**src/rtl/alu_sequencer_pkg.sv**
```systemverilog
// Shared definitions for the ALU sequencer: ALU control-word bit indices, status-flag bit
// indices and the sequencer FSM state encoding.
package alu_sequencer_pkg;

  // ALU control-word bit indices (bits 9..13 are reserved and passed through untouched)
  localparam int unsigned ALU_OP_ADD    = 0;
  localparam int unsigned ALU_OP_SUB    = 1;
  localparam int unsigned ALU_OP_MUL    = 2;
  localparam int unsigned ALU_OP_DIV    = 3;
  localparam int unsigned ALU_OP_AND    = 4;
  localparam int unsigned ALU_OP_OR     = 5;
  localparam int unsigned ALU_OP_XOR    = 6;
  localparam int unsigned ALU_USE_CARRY = 7;
  localparam int unsigned ALU_NO_WR     = 8;

  // Status-flag bit indices
  localparam int unsigned STAT_CF = 0;
  localparam int unsigned STAT_PF = 1;
  localparam int unsigned STAT_ZF = 2;
  localparam int unsigned STAT_SF = 3;
  localparam int unsigned STAT_OF = 4;

  typedef enum logic [1:0] {
    SeqIdle = 2'd0,
    SeqLo   = 2'd1,
    SeqHi   = 2'd2,
    SeqRsp  = 2'd3
  } seq_state_e;

endpackage

```
**src/rtl/alu_flag_merge.sv**
```systemverilog
// Combines the flags of the low and high 32-bit passes of a wide operation into the flags of
// the whole 64-bit result.
//   lo_stat_i : flags from the low-word pass
//   hi_stat_i : flags from the high-word pass
//   merged_o  : CF/SF/OF from the high pass, PF from the low pass, ZF set only if both halves
//               were zero
module alu_flag_merge
  import alu_sequencer_pkg::*;
#(
  parameter int unsigned STAT_W = 5
) (
  input  logic [STAT_W-1:0] lo_stat_i,
  input  logic [STAT_W-1:0] hi_stat_i,
  output logic [STAT_W-1:0] merged_o
);

  // Only PF and ZF of the low pass contribute
  logic unused_lo;
  assign unused_lo = ^lo_stat_i;

  always_comb begin
    merged_o          = hi_stat_i;
    merged_o[STAT_PF] = lo_stat_i[STAT_PF];
    merged_o[STAT_ZF] = lo_stat_i[STAT_ZF] & hi_stat_i[STAT_ZF];
  end

endmodule

```
**src/rtl/alu_sequencer.sv**
```systemverilog
// Multi-cycle controller in front of the combinational ALU. Owns the architectural flags
// register, runs narrow ops in one ALU pass and wide ADD/AND/OR/XOR in two chained passes.
//   clk, rst                       : clock, asynchronous active-high reset
//   req_valid/req_ready            : request handshake (ready only in IDLE)
//   req_cntl/req_wide/req_opnd0/1  : operation, 64-bit flag, operands
//   rsp_valid/rsp_ready            : response handshake
//   rsp_result/rsp_status          : 64-bit result and flags of the op
//   status_q                       : architectural flags register
//   status_ld/status_ld_val        : external flag load, wins over an op commit
//   alu_*                          : drive to / results from the external ALU
module alu_sequencer
  import alu_sequencer_pkg::*;
#(
  parameter int unsigned CNTL_W = 14,
  parameter int unsigned STAT_W = 5
) (
  input  logic              clk,
  input  logic              rst,
  input  logic              req_valid,
  output logic              req_ready,
  input  logic [CNTL_W-1:0] req_cntl,
  input  logic              req_wide,
  input  logic [63:0]       req_opnd0,
  input  logic [63:0]       req_opnd1,
  output logic              rsp_valid,
  input  logic              rsp_ready,
  output logic [63:0]       rsp_result,
  output logic [STAT_W-1:0] rsp_status,
  output logic [STAT_W-1:0] status_q,
  input  logic              status_ld,
  input  logic [STAT_W-1:0] status_ld_val,
  output logic [CNTL_W-1:0] alu_cntl,
  output logic [STAT_W-1:0] alu_status_in,
  output logic [31:0]       alu_opnd0,
  output logic [31:0]       alu_opnd1,
  input  logic [STAT_W-1:0] alu_status_out,
  input  logic [31:0]       alu_result
);

  seq_state_e        state_q, state_d;
  logic [CNTL_W-1:0] cntl_q, cntl_d;
  logic [63:0]       opnd0_q, opnd0_d;
  logic [63:0]       opnd1_q, opnd1_d;
  logic              wide_q, wide_d;
  logic [63:0]       res_q, res_d;
  logic [STAT_W-1:0] work_stat_q, work_stat_d;
  logic [STAT_W-1:0] rsp_stat_q, rsp_stat_d;
  logic [STAT_W-1:0] status_d;
  logic [STAT_W-1:0] merged_stat;
  logic              wide_op;
  logic              no_wr;

  // Only ops whose high word depends on nothing but the high operands and the low carry chain
  assign wide_op = req_cntl[ALU_OP_ADD] | req_cntl[ALU_OP_AND] |
                   req_cntl[ALU_OP_OR]  | req_cntl[ALU_OP_XOR];
  assign no_wr   = cntl_q[ALU_NO_WR];

  alu_flag_merge #(
    .STAT_W (STAT_W)
  ) u_flag_merge (
    .lo_stat_i (work_stat_q),
    .hi_stat_i (alu_status_out),
    .merged_o  (merged_stat)
  );

  assign req_ready  = (state_q == SeqIdle);
  assign rsp_valid  = (state_q == SeqRsp);
  assign rsp_result = res_q;
  assign rsp_status = rsp_stat_q;

  always_comb begin
    state_d       = state_q;
    cntl_d        = cntl_q;
    opnd0_d       = opnd0_q;
    opnd1_d       = opnd1_q;
    wide_d        = wide_q;
    res_d         = res_q;
    work_stat_d   = work_stat_q;
    rsp_stat_d    = rsp_stat_q;
    status_d      = status_q;
    alu_cntl      = '0;
    alu_status_in = '0;
    alu_opnd0     = '0;
    alu_opnd1     = '0;

    unique case (state_q)
      SeqIdle: begin
        if (req_valid) begin
          cntl_d  = req_cntl;
          opnd0_d = req_opnd0;
          opnd1_d = req_opnd1;
          wide_d  = req_wide & wide_op;
          state_d = SeqLo;
        end
      end
      SeqLo: begin
        alu_cntl      = cntl_q;
        alu_status_in = status_q;
        alu_opnd0     = opnd0_q[31:0];
        alu_opnd1     = opnd1_q[31:0];
        // The low half of a wide op never consumes a stale carry
        if (wide_q) begin
          alu_cntl[ALU_USE_CARRY] = 1'b0;
        end
        res_d[31:0] = alu_result;
        work_stat_d = alu_status_out;
        if (wide_q) begin
          state_d = SeqHi;
        end else begin
          res_d      = no_wr ? 64'h0 : {32'h0, alu_result};
          rsp_stat_d = alu_status_out;
          if (!no_wr) begin
            status_d = alu_status_out;
          end
          state_d = SeqRsp;
        end
      end
      SeqHi: begin
        alu_cntl                = cntl_q;
        alu_cntl[ALU_USE_CARRY] = cntl_q[ALU_OP_ADD];
        alu_status_in           = work_stat_q;
        alu_opnd0               = opnd0_q[63:32];
        alu_opnd1               = opnd1_q[63:32];
        res_d      = no_wr ? 64'h0 : {alu_result, res_q[31:0]};
        rsp_stat_d = merged_stat;
        if (!no_wr) begin
          status_d = merged_stat;
        end
        state_d = SeqRsp;
      end
      SeqRsp: begin
        if (rsp_ready) begin
          state_d = SeqIdle;
        end
      end
      default: state_d = SeqIdle;
    endcase

    // External load takes priority over an op commit in the same cycle
    if (status_ld) begin
      status_d = status_ld_val;
    end
  end

  always_ff @(posedge clk or posedge rst) begin
    if (rst) begin
      state_q     <= SeqIdle;
      cntl_q      <= '0;
      opnd0_q     <= '0;
      opnd1_q     <= '0;
      wide_q      <= 1'b0;
      res_q       <= '0;
      work_stat_q <= '0;
      rsp_stat_q  <= '0;
      status_q    <= '0;
    end else begin
      state_q     <= state_d;
      cntl_q      <= cntl_d;
      opnd0_q     <= opnd0_d;
      opnd1_q     <= opnd1_d;
      wide_q      <= wide_d;
      res_q       <= res_d;
      work_stat_q <= work_stat_d;
      rsp_stat_q  <= rsp_stat_d;
      status_q    <= status_d;
    end
  end

endmodule

```
**config.mk**
```make
export PLATFORM = sky130hd
export DESIGN_NAME = alu_sequencer
export DESIGN_NICKNAME = d
export VERILOG_FILES = /design/src/rtl/alu_sequencer_pkg.sv /design/src/rtl/alu_flag_merge.sv /design/src/rtl/alu_sequencer.sv
export SDC_FILE = /design/constraint.sdc
export NUM_CORES = 1
export LEC_CHECK = 0
export ABC_AREA = 1
export CAP_MARGIN = 20
export CORE_MARGIN = 3
export CORE_UTILIZATION = 45
export CTS_CLUSTER_DIAMETER = 200
export DETAILED_ROUTE_END_ITERATION = 6
export PLACE_DENSITY = 0.79
export SKIP_LAST_GASP = 1
export SLEW_MARGIN = 20
export SYNTH_ARGS = -nofsm -noshare
export SYNTH_HDL_FRONTEND = slang
export SYNTH_SLANG_ARGS = --single-unit
```
**constraint.sdc**
```tcl
create_clock -name clk -period 9.31 [get_ports clk]
set_clock_uncertainty 0.1 [all_clocks]
set_input_delay 1.862 -clock clk [delete_from_list [all_inputs] [get_ports clk]]
set_output_delay 1.862 -clock clk [all_outputs]
set_load 0.02 [all_outputs]
```
* Yosys cells after proc, flatten, opt, wreduce, memory -nomap -nowiden
Cells that the tools add are included.
Word-level totals: input bits 190, bits in read-only memories 0, register bits after elaboration 224, memories kept 0, output and inout bits 159, bits in latches 0, logic and storage cells 53, RAM bits 0
Cells by class: reductions and logical operators 8, eq/ne operators 10, $lt $le $gt $ge 0, multiply operators 0, add/sub/neg operators 0, bitwise logic cells 5, muxes and demuxes 20, div/mod/pow operators 0, shift-type cells 0
Operators by type and width (number):
- $mux W64 | 2
- $pmux W32 S2 | 2
- $pmux W64 S2 | 1
- $mux W32 | 1
- $pmux W5 S2 | 3
- $pmux W14 S2 | 1
- $mux W5 | 5
- $ne A3 B3 Y1 const B | 3
- $pmux W2 S4 | 1
- $reduce_and A2 Y1 | 4
- $ne A2 B2 Y1 const B | 3
- $eq A2 B2 Y1 const B | 2
- $mux W2 | 2
- $reduce_and A4 Y1 | 1
- $or A1 B1 Y1 | 3
- $reduce_bool A3 Y1 | 1
- $and A1 B1 Y1 | 2
- $eq A2 B1 Y1 const B | 1
- $logic_not A2 Y1 | 1
- $mux W1 | 2
- $ne A2 B1 Y1 const B | 1
- $reduce_bool A2 Y1 | 1

* Depth between registers and ports, before layout
Gate-level depths: netlist of the first run.
word-level depth 4, gate-level depth with buffers 10, depth with buffers taken out 9

* Hierarchy
A second synthesis of the first run with hierarchy kept.
Unflattened totals: cell total of the unflattened synthesis 1271, area, all modules 10159.7 um^2
Modules (own cells, without submodules):
- alu_sequencer | area each 10122.2 um^2, instances 1, sequential area each 5605.4 um^2, cells each 1265
- alu_flag_merge | area each 37.5 um^2, instances 1, sequential area each 0.0 um^2, cells each 6

* Least setup slack after synthesis of the first run
OpenSTA, ideal clock, no wires.
kind reg-to-output, start point register state_q[1], end point output alu_opnd1[10], data required time 7348 ps, arrival time 1686 ps, stages on the path, launching flop included 8, slack 5662 ps, path buffers 3, cells stage by stage dfrtp_1 inv_1 ha_1 clkbuf_1 buf_2 buf_2 nand2_1 a21oi_1
On the way: longest elaborated chain between the ends 2, elaborated cells between the ends (all ways) 3, classes of those cells 2 x eq/ne; 1 x mux
RTL lines:
- start: declaration | RTL line alu_sequencer.sv:40 | seq_state_e state_q, state_d;
- start signal: assignment | RTL line alu_sequencer.sv:147 | state_q <= SeqIdle;
- start signal: assignment | RTL line alu_sequencer.sv:157 | state_q <= state_d;
- $eq A2 B2 Y1 / $eq A2 B1 Y1 (equally long branches) | RTL line alu_sequencer.sv:86 | unique case (state_q)
- $pmux W32 S2 (*) | RTL line alu_sequencer.sv:86
- end: declaration | RTL line alu_sequencer.sv:35 | output logic [31:0] alu_opnd1,
Mark *: on every way between the ends. The rest lies on a longest branch, timed or not.

* Worst setup path in the final report of the first run
start point register state_q[0], end point output alu_cntl[12]
On the way: longest elaborated chain between the ends 2, elaborated cells between the ends (all ways) 3, classes of those cells 2 x eq/ne; 1 x mux
RTL lines:
- $eq A2 B2 Y1 / $eq A2 B1 Y1 (equally long branches) | RTL line alu_sequencer.sv:86
- $pmux W14 S2 (*) | RTL line alu_sequencer.sv:86
- end: declaration | RTL line alu_sequencer.sv:32 | output logic [CNTL_W-1:0] alu_cntl,
Marked as above.

==> impl_results.md, run 1 <==
* Wirelength per Cell at 16.8 um
* Fin. Hold Viols at 0
* Arrival time worst endpoint at 3.50 ns
* Postcts setup bufs at 0
* Average size of a mapped cell at 7.88 sq um
* Multiplexer share of the synthesized area at 0.344%
* Sequential Area at 0.00561 sq mm
* Io pins at 349
* Critical path class: register to output pin
* Reg2Reg Depth at 7
* Die ar. at 0.0236 sq mm
* Synth top area cells: dfrtp_1, nand2_1, a21oi_1
* Area of the multi-input gates at 0.00376 sq mm
* Final ANT Viol Nets at 0
* End of the critical path: alu_cntl[12]
* Critical path data required time at 7.35 ns
* Routed vias at 9,348
* Global route overflow at 0
* Root buffer cell: clkbuf_16
* # hold bufs at CTS at 0
* Switching power share of the total at 42.7%
* Initial Util at 46.2%
* Static Leak at 6.77 nW
* Period Utilization, post-route at 58.7%
* Synthesized cell area at 0.00981 sq mm
* Cell Area, Placed at 0.0134 sq mm
* # DRC at 0
* Worst-margin pin slew at 1.03 ns
* Height of the die at 154 um
* Final Instance Area at 0.0142 sq mm
* First drt pass iteration count at 5
* Min Hold Slack at 0.373 ns
* Synth Area in Adders at 0.765%
* Clk buf depth at 3
* Int Power at 3.06 mW
* DR vias/cell at 5.06
* Sequential Power Share at 32.2%
* HPWL Detailed at 20,800 um
* R2R setup slack at 6.25 ns
* Clk slew on worst S/H paths at 0.06 ns
* First-pass GRT wire length at 48,400 um
* Final setup fails at 0
* CTS tree: done
* Worst r2r dst: opnd1_q[26]
* Largest family of logic cells by synthesized area: simple AND/OR/NAND/NOR gates
* Comb power frac at 49.7%
* Die width at 154 um
* Cell taking the most area after synthesis: dfrtp_1
* FMAX at 183 MHz
* Sum Neg Setup Slack at 0 ns
* Yosys warnings at 0
* Slew Viols, Final at 0
* Post-Synthesis Cells at 1,245
* Initial DRC Count at 615
* Clk_lat worst skew at 0.50 ns
* Pwr Density at 376 mW/mm^2
* Xor-xnor portion of the synthesized cell area at 0%
* Register area share after synthesis at 57.1%
* Minimum clock period at 5.46 ns
* CTS H-tree lvls at 1
* Synth Area in Simple Gates at 30.5%
* DRT Wirelength at 30,900 um
* GP Congestion at 0.873
* Rows at 53
* Vias in the first global route at 9,245
* Largest net degree at the start of global routing at 101
* Buffers on Ports at 348
* Layout area overhead at 45.0%
* CTS sink count at 224
* Post-CTS resize count at 0
* Maximum VDD drop at 0.232 mV
* Initial antenna violation count at 5
* RSZ-0062 raised after global routing: no
* Final Net Count at 1,752
* Status: complete, no violations
* Register bit total from synthesis at 224
* Share of cells above drive strength 1 at 3.95%
* Yosys top cell area share at 57.1%
* Max_cap viols at 0
* Hold Crit Class: register to register
* Synth cell types at 19
* Rel. slew slack at 31.1%
* Critical Path Source Type: register
* Crit-path max FO at 39
* Clock share of power at 18.1%
* Reg2reg start: state_q[0]
* Post-Syn Nets at 1,441
* CTS buffer count at 24
* Total core area at 0.0212 sq mm
* Fillers at 1,733
* Crit. End Element: output pin
* Gr usage total at 25.2%
* Critical path launch point: state_q[0]
* Psw at 2.29 mW
* Synth Area in Compound Gates at 6.54%
layer usage:
layer  routed length, um  part of all wire [%]  global-route usage, %
met1               12100                    39                   31.7
met2               14700                    48                   41.3
met3                3040                   9.8                   8.16
met4                1060                   3.4                   8.33
met5                  49                  0.16                      0
how the worst min path moves through the flow:
stage,endpoint,cells past startpoint,slack [ns],startpoint
after floorplan,opnd0_q[0],2,0.35,opnd0_q[0]
after global placement,rsp_status[1],2,0.36,rsp_status[1]
after detailed placement,rsp_status[1],2,0.36,rsp_status[1]
after CTS,rsp_status[1],2,0.38,rsp_status[1]
after global routing,rsp_status[1],2,0.39,rsp_status[1]
final,rsp_status[1],2,0.37,rsp_status[1]
area by class of cell:
| type | instances | share of cell area (%) |
|---|---|---|
| sequential | 224 | 39.4 |
| multi-input combinational | 914 | 26.4 |
| timing repair buffer | 360 | 25.3 |
| clock buffer | 33 | 4.75 |
| tap | 275 | 2.42 |
| inverter | 32 | 0.914 |
| clock inverter | 7 | 0.809 |
| antenna | 1 | 0.0176 |
critical path, stage by stage, from the launching register on:
cell and delay [ns]:
dfrtp_1 0.42, inv_1 0.14, ha_2 0.77, buf_4 0.50, o21ai_1 0.32, nor2_1 0.18
clkdlybuf4s50_1 0.64
cell families after synthesis:
group	count (synthesis)
buffers and inverters	107
AND/OR/NAND/NOR	779
adder cells (fa/ha/maj)	6
multiplexers	3
flip-flops	224
AO/OA/AOI/OAI	126
through the flow:
stage	worst slack (ns)	power (mW)	util, %	instances
floorplan	1.21	3.27	-	1245
global placement	4.27	4.32	63.2	1804
detailed placement	4.17	4.39	63.2	1804
CTS	3.59	5.39	66.9	1844
global route	3.56	5.72	67.1	1846
finish	3.85	5.35	67.1	1846
layout by cell type, fill, tap and decap left out, drive strengths merged:
master         instances
inv                   31
mux2                   3
clkinv                 3
buf                   12
nand2                685
dfrtp                224
ha                     6
clkbuf                33
a21oi                106
bufinv                 3
o21ai                 20
clkinvlp               2
nand3                 42
clkdlybuf4s50        348
nand4                  1
nor2                  51
diode                  1
power groups by stage:
stage          combinational [mW]  clock, mW  sequential, mW
6_report                     2.66      0.970            1.72
5_1_grt                      2.92       1.02            1.78
2_1_floorplan                1.41          0            1.87
4_1_cts                      2.68      0.989            1.72
3_3_place_gp                 2.61          0            1.71
3_5_place_dp                 2.67          0            1.72
synthesized netlist by cell type:
| cell type | number |
|---|---|
| a21oi_1 | 105 |
| a21oi_4 | 1 |
| buf_1 | 3 |
| buf_2 | 33 |
| buf_6 | 2 |
| clkbuf_1 | 37 |
| clkinv_1 | 1 |
| dfrtp_1 | 224 |
| ha_1 | 6 |
| inv_1 | 28 |
| inv_2 | 3 |
| mux2_2 | 3 |
| nand2_1 | 685 |
| nand3_1 | 42 |
| nand4_1 | 1 |
| nor2_1 | 48 |
| nor2_2 | 1 |
| nor2_4 | 2 |
| o21ai_0 | 20 |
sequential cells by signal, indices dropped and copies added (netlist names):
signal and count:
wide_q 1, state_q 2, opnd1_q 64, rsp_result 64
cntl_q 14, opnd0_q 64, rsp_status 5, status_q 5
work_stat_q 5
Note: power is estimated with default switching activity, not from simulation.
==> run 2, diff against run 1 <==
==> constraint.sdc (replaced) <==
create_clock -name clk -period 5.1 [get_ports clk]
set_clock_uncertainty 0.1 [all_clocks]
set_input_delay 1.02 -clock clk [delete_from_list [all_inputs] [get_ports clk]]
set_output_delay 1.02 -clock clk [all_outputs]
set_load 0.02 [all_outputs]
==> run 2 against run 1 <==
Against the previous run:
- worst hold slack gained 0.0042 ns
- worst setup slack lost 3.1 ns
- via count up 0.48%
- non-clock buffer count increased by 5
- design area is essentially flat
- routed wire length rose by 2.7%
- register-to-register slack worse by 4.0 ns
- global-route usage rose by 0.74 points
- flip-flop and latch count unchanged
- final cell count barely moved
- largest power group unchanged
- core utilization about the same
- combinational power up 83%
==> impl_results.md, run 2 (same netlist as run 1, synthesis figures left out) <==
* Status: complete, no violations
* CTS sink count at 224 (unchanged)
* Die ar. at 0.0236 sq mm (unchanged)
* Met3 wire length at 3410 um (+12%)
* Hold Crit Class: register to register
* Crit. End Element: output pin
* Max incr delay on CP at 0.67 ns (-0.10 ns)
* Highest metal used: met4
* CP Cell Sequence: inv_1 -> ha_2 -> buf_4 -> nand2_1 -> a21oi_1 -> clkdlybuf4s50_1
* CP top delay family: buffers and inverters
* Share of cells above drive strength 1 at 4.07% (+0.12 points)
* Clk buf depth at 3 (unchanged)
* Final Net Count at 1,756 (+0.23%)
* Hold EP: rsp_result[37]
* Buf+Inv Stages, Crit Path at 3 (unchanged)
* Initial DRC Count at 645 (+4.9%)
* Critical Path Source Type: register
* DR vias/cell at 5.09 (+0.43%)
* Initial antenna violation count at 1 (-4)
* RSZ-0062 raised after global routing: no
* Worst r2r dst: rsp_result[3]
* Vias in the first global route at 9,360 (+1.2%)
* Hold path start: rsp_result[37]
* Static Leak at 6.77 nW (about the same)
* Wirelength per Cell at 17.2 um (+2.6%)
* Final ANT Viol Nets at 0 (unchanged)
* Gr usage total at 25.9% (+0.74 points)
* Crit-path max FO at 46 (+18%)
* Height of the die at 154 um (unchanged)
* Total power draw at 9.68 mW (+81%)
* # hold bufs at CTS at 0 (unchanged)
* Fin. Hold Viols at 0 (unchanged)
* CTS buffer count at 23 (-4.2%)
* First drt pass iteration count at 5 (unchanged)
* Sum Neg Setup Slack at 0 ns (unchanged)
* Pwr Density at 680 mW/mm^2 (+81%)
* Root buffer cell: clkbuf_16
* FMAX at 233 MHz
* Commonest non-fill, non-tap cell in the layout: nand2_1
* Final setup fails at 0 (unchanged)
* CTS H-tree lvls at 1 (unchanged)
* Worst-margin pin slew at 1.05 ns (+0.0162 ns)
* Critical path data required time at 3.98 ns (-3.37 ns)
* Rel. slew slack at 30.0% (-1.1 points)
* Max_cap viols at 0 (unchanged)
* Rows at 53 (unchanged)
* CTS tree: done
* Critical path class: register to output pin
* DRT Wirelength at 31,800 um (+2.7%)
* WL met2 at 14,500 um (-1.6%)
* First-pass GRT wire length at 49,700 um (+2.7%)
* R2R setup slack at 2.22 ns (-4.03 ns)
* # DRC at 0 (unchanged)
* Postcts setup bufs at 0 (unchanged)
* Reg2reg start: state_q[0]
* Layout area overhead at 45.0% (about the same)
* Cell Area, Placed at 0.0134 sq mm (+0.23%)
* Routed vias at 9,393 (+0.48%)
* Final Instance Area at 0.0142 sq mm (about the same)
* Slew Viols, Final at 0 (unchanged)
* Crit-path slowest cell: clkdlybuf4s50_1
* Minimum clock period at 4.30 ns
* GP Congestion at 0.895 (+2.5%)
* Global route overflow at 0 (unchanged)
* Die width at 154 um (unchanged)
* Io pins at 349 (unchanged)
* Period Utilization, post-route at 84.3%
* Largest net degree at the start of global routing at 196 (+94%)
* Critical path depth in cells at 6 (unchanged)
* Total core area at 0.0212 sq mm (unchanged)
* Arrival time worst endpoint at 3.18 ns (-0.32 ns)
* Clk_lat worst skew at 0.50 ns (about the same)
* Post-CTS resize count at 0 (unchanged)
* Reg2Reg Depth at 9 (+2)
* Most frequent cells in the layout: nand2_1, clkdlybuf4s50_1, dfrtp_1
* Worst hold stages at 2 (unchanged)
* Maximum VDD drop at 0.342 mV (+47%)
* HPWL Detailed at 22,000 um (+5.5%)
* Buffers on Ports at 348 (unchanged)
* Initial Util at 46.2% (unchanged)
* Metal-1 WL at 12,600 um (+4.1%)
* Clk slew on worst S/H paths at 0.06 ns (about the same)
==> run 2: cell types whose count changed in the layout (fill, tap and decap cells not counted), sizes merged <==
cell	previous run	this run
buf	12	17
bufinv	3	1
clkbuf	33	32
clkinv	3	2
==> run 2: layout make-up <==
type	instances	area [sq um]
Sequential cell	224	5610
Tap cell	275	344
Timing Repair Buffer	365	3680
Clock inverter	4	51.3
Multi-Input combinational cell	914	3760
Inverter	32	126
Antenna cell	1	2.50
Fill cell	1696	6990
Clock buffer	32	649
==> run 2: metal layers <==
layer	vias to the layer above	GRT usage, %
met1	4367	33.6
met3	75	7.77
met5	-	0
met2	482	41.3
li1	4469	-
met4	0	9.71
==> run 2: worst max-delay path by stage <==
stage / startpoint / endpoint / slack (ns)
final: state_q[0] / alu_opnd1[8] / 0.80
after global routing: state_q[0] / alu_opnd0[11] / 0.60
after CTS: state_q[0] / alu_opnd1[8] / 0.78
after detailed placement: state_q[0] / alu_opnd1[8] / 1.34
after global placement: state_q[0] / alu_opnd0[27] / 1.46
after floorplan: rst / cntl_q[0] / 1.06
==> run 2: worst register-to-register path, delay by kind of cell (launching register included) <==
kind	cells	cell delay, ns
compound gates	1	0.13
fa+ha+maj	1	0.40
buf+inv	4	0.95
flops	1	0.43
simple gates	3	0.80
==> run 2: power by group <==
part	switching (mW)	internal, mW
clock	0.683	0.931
sequential	0.534	2.65
combinational	2.95	1.93
==> run 2: per-stage QoR <==
stage	utilization [%]	setup slack, ns	hold WS, ns	instances
after detailed placement	63.3	1.34	0.365	1807
after floorplan	-	1.06	0.349	1245
final	67.0	0.799	0.377	1847
after global placement	63.3	1.46	0.357	1807
after global routing	67.0	0.595	0.390	1847
after CTS	66.6	0.780	0.381	1843
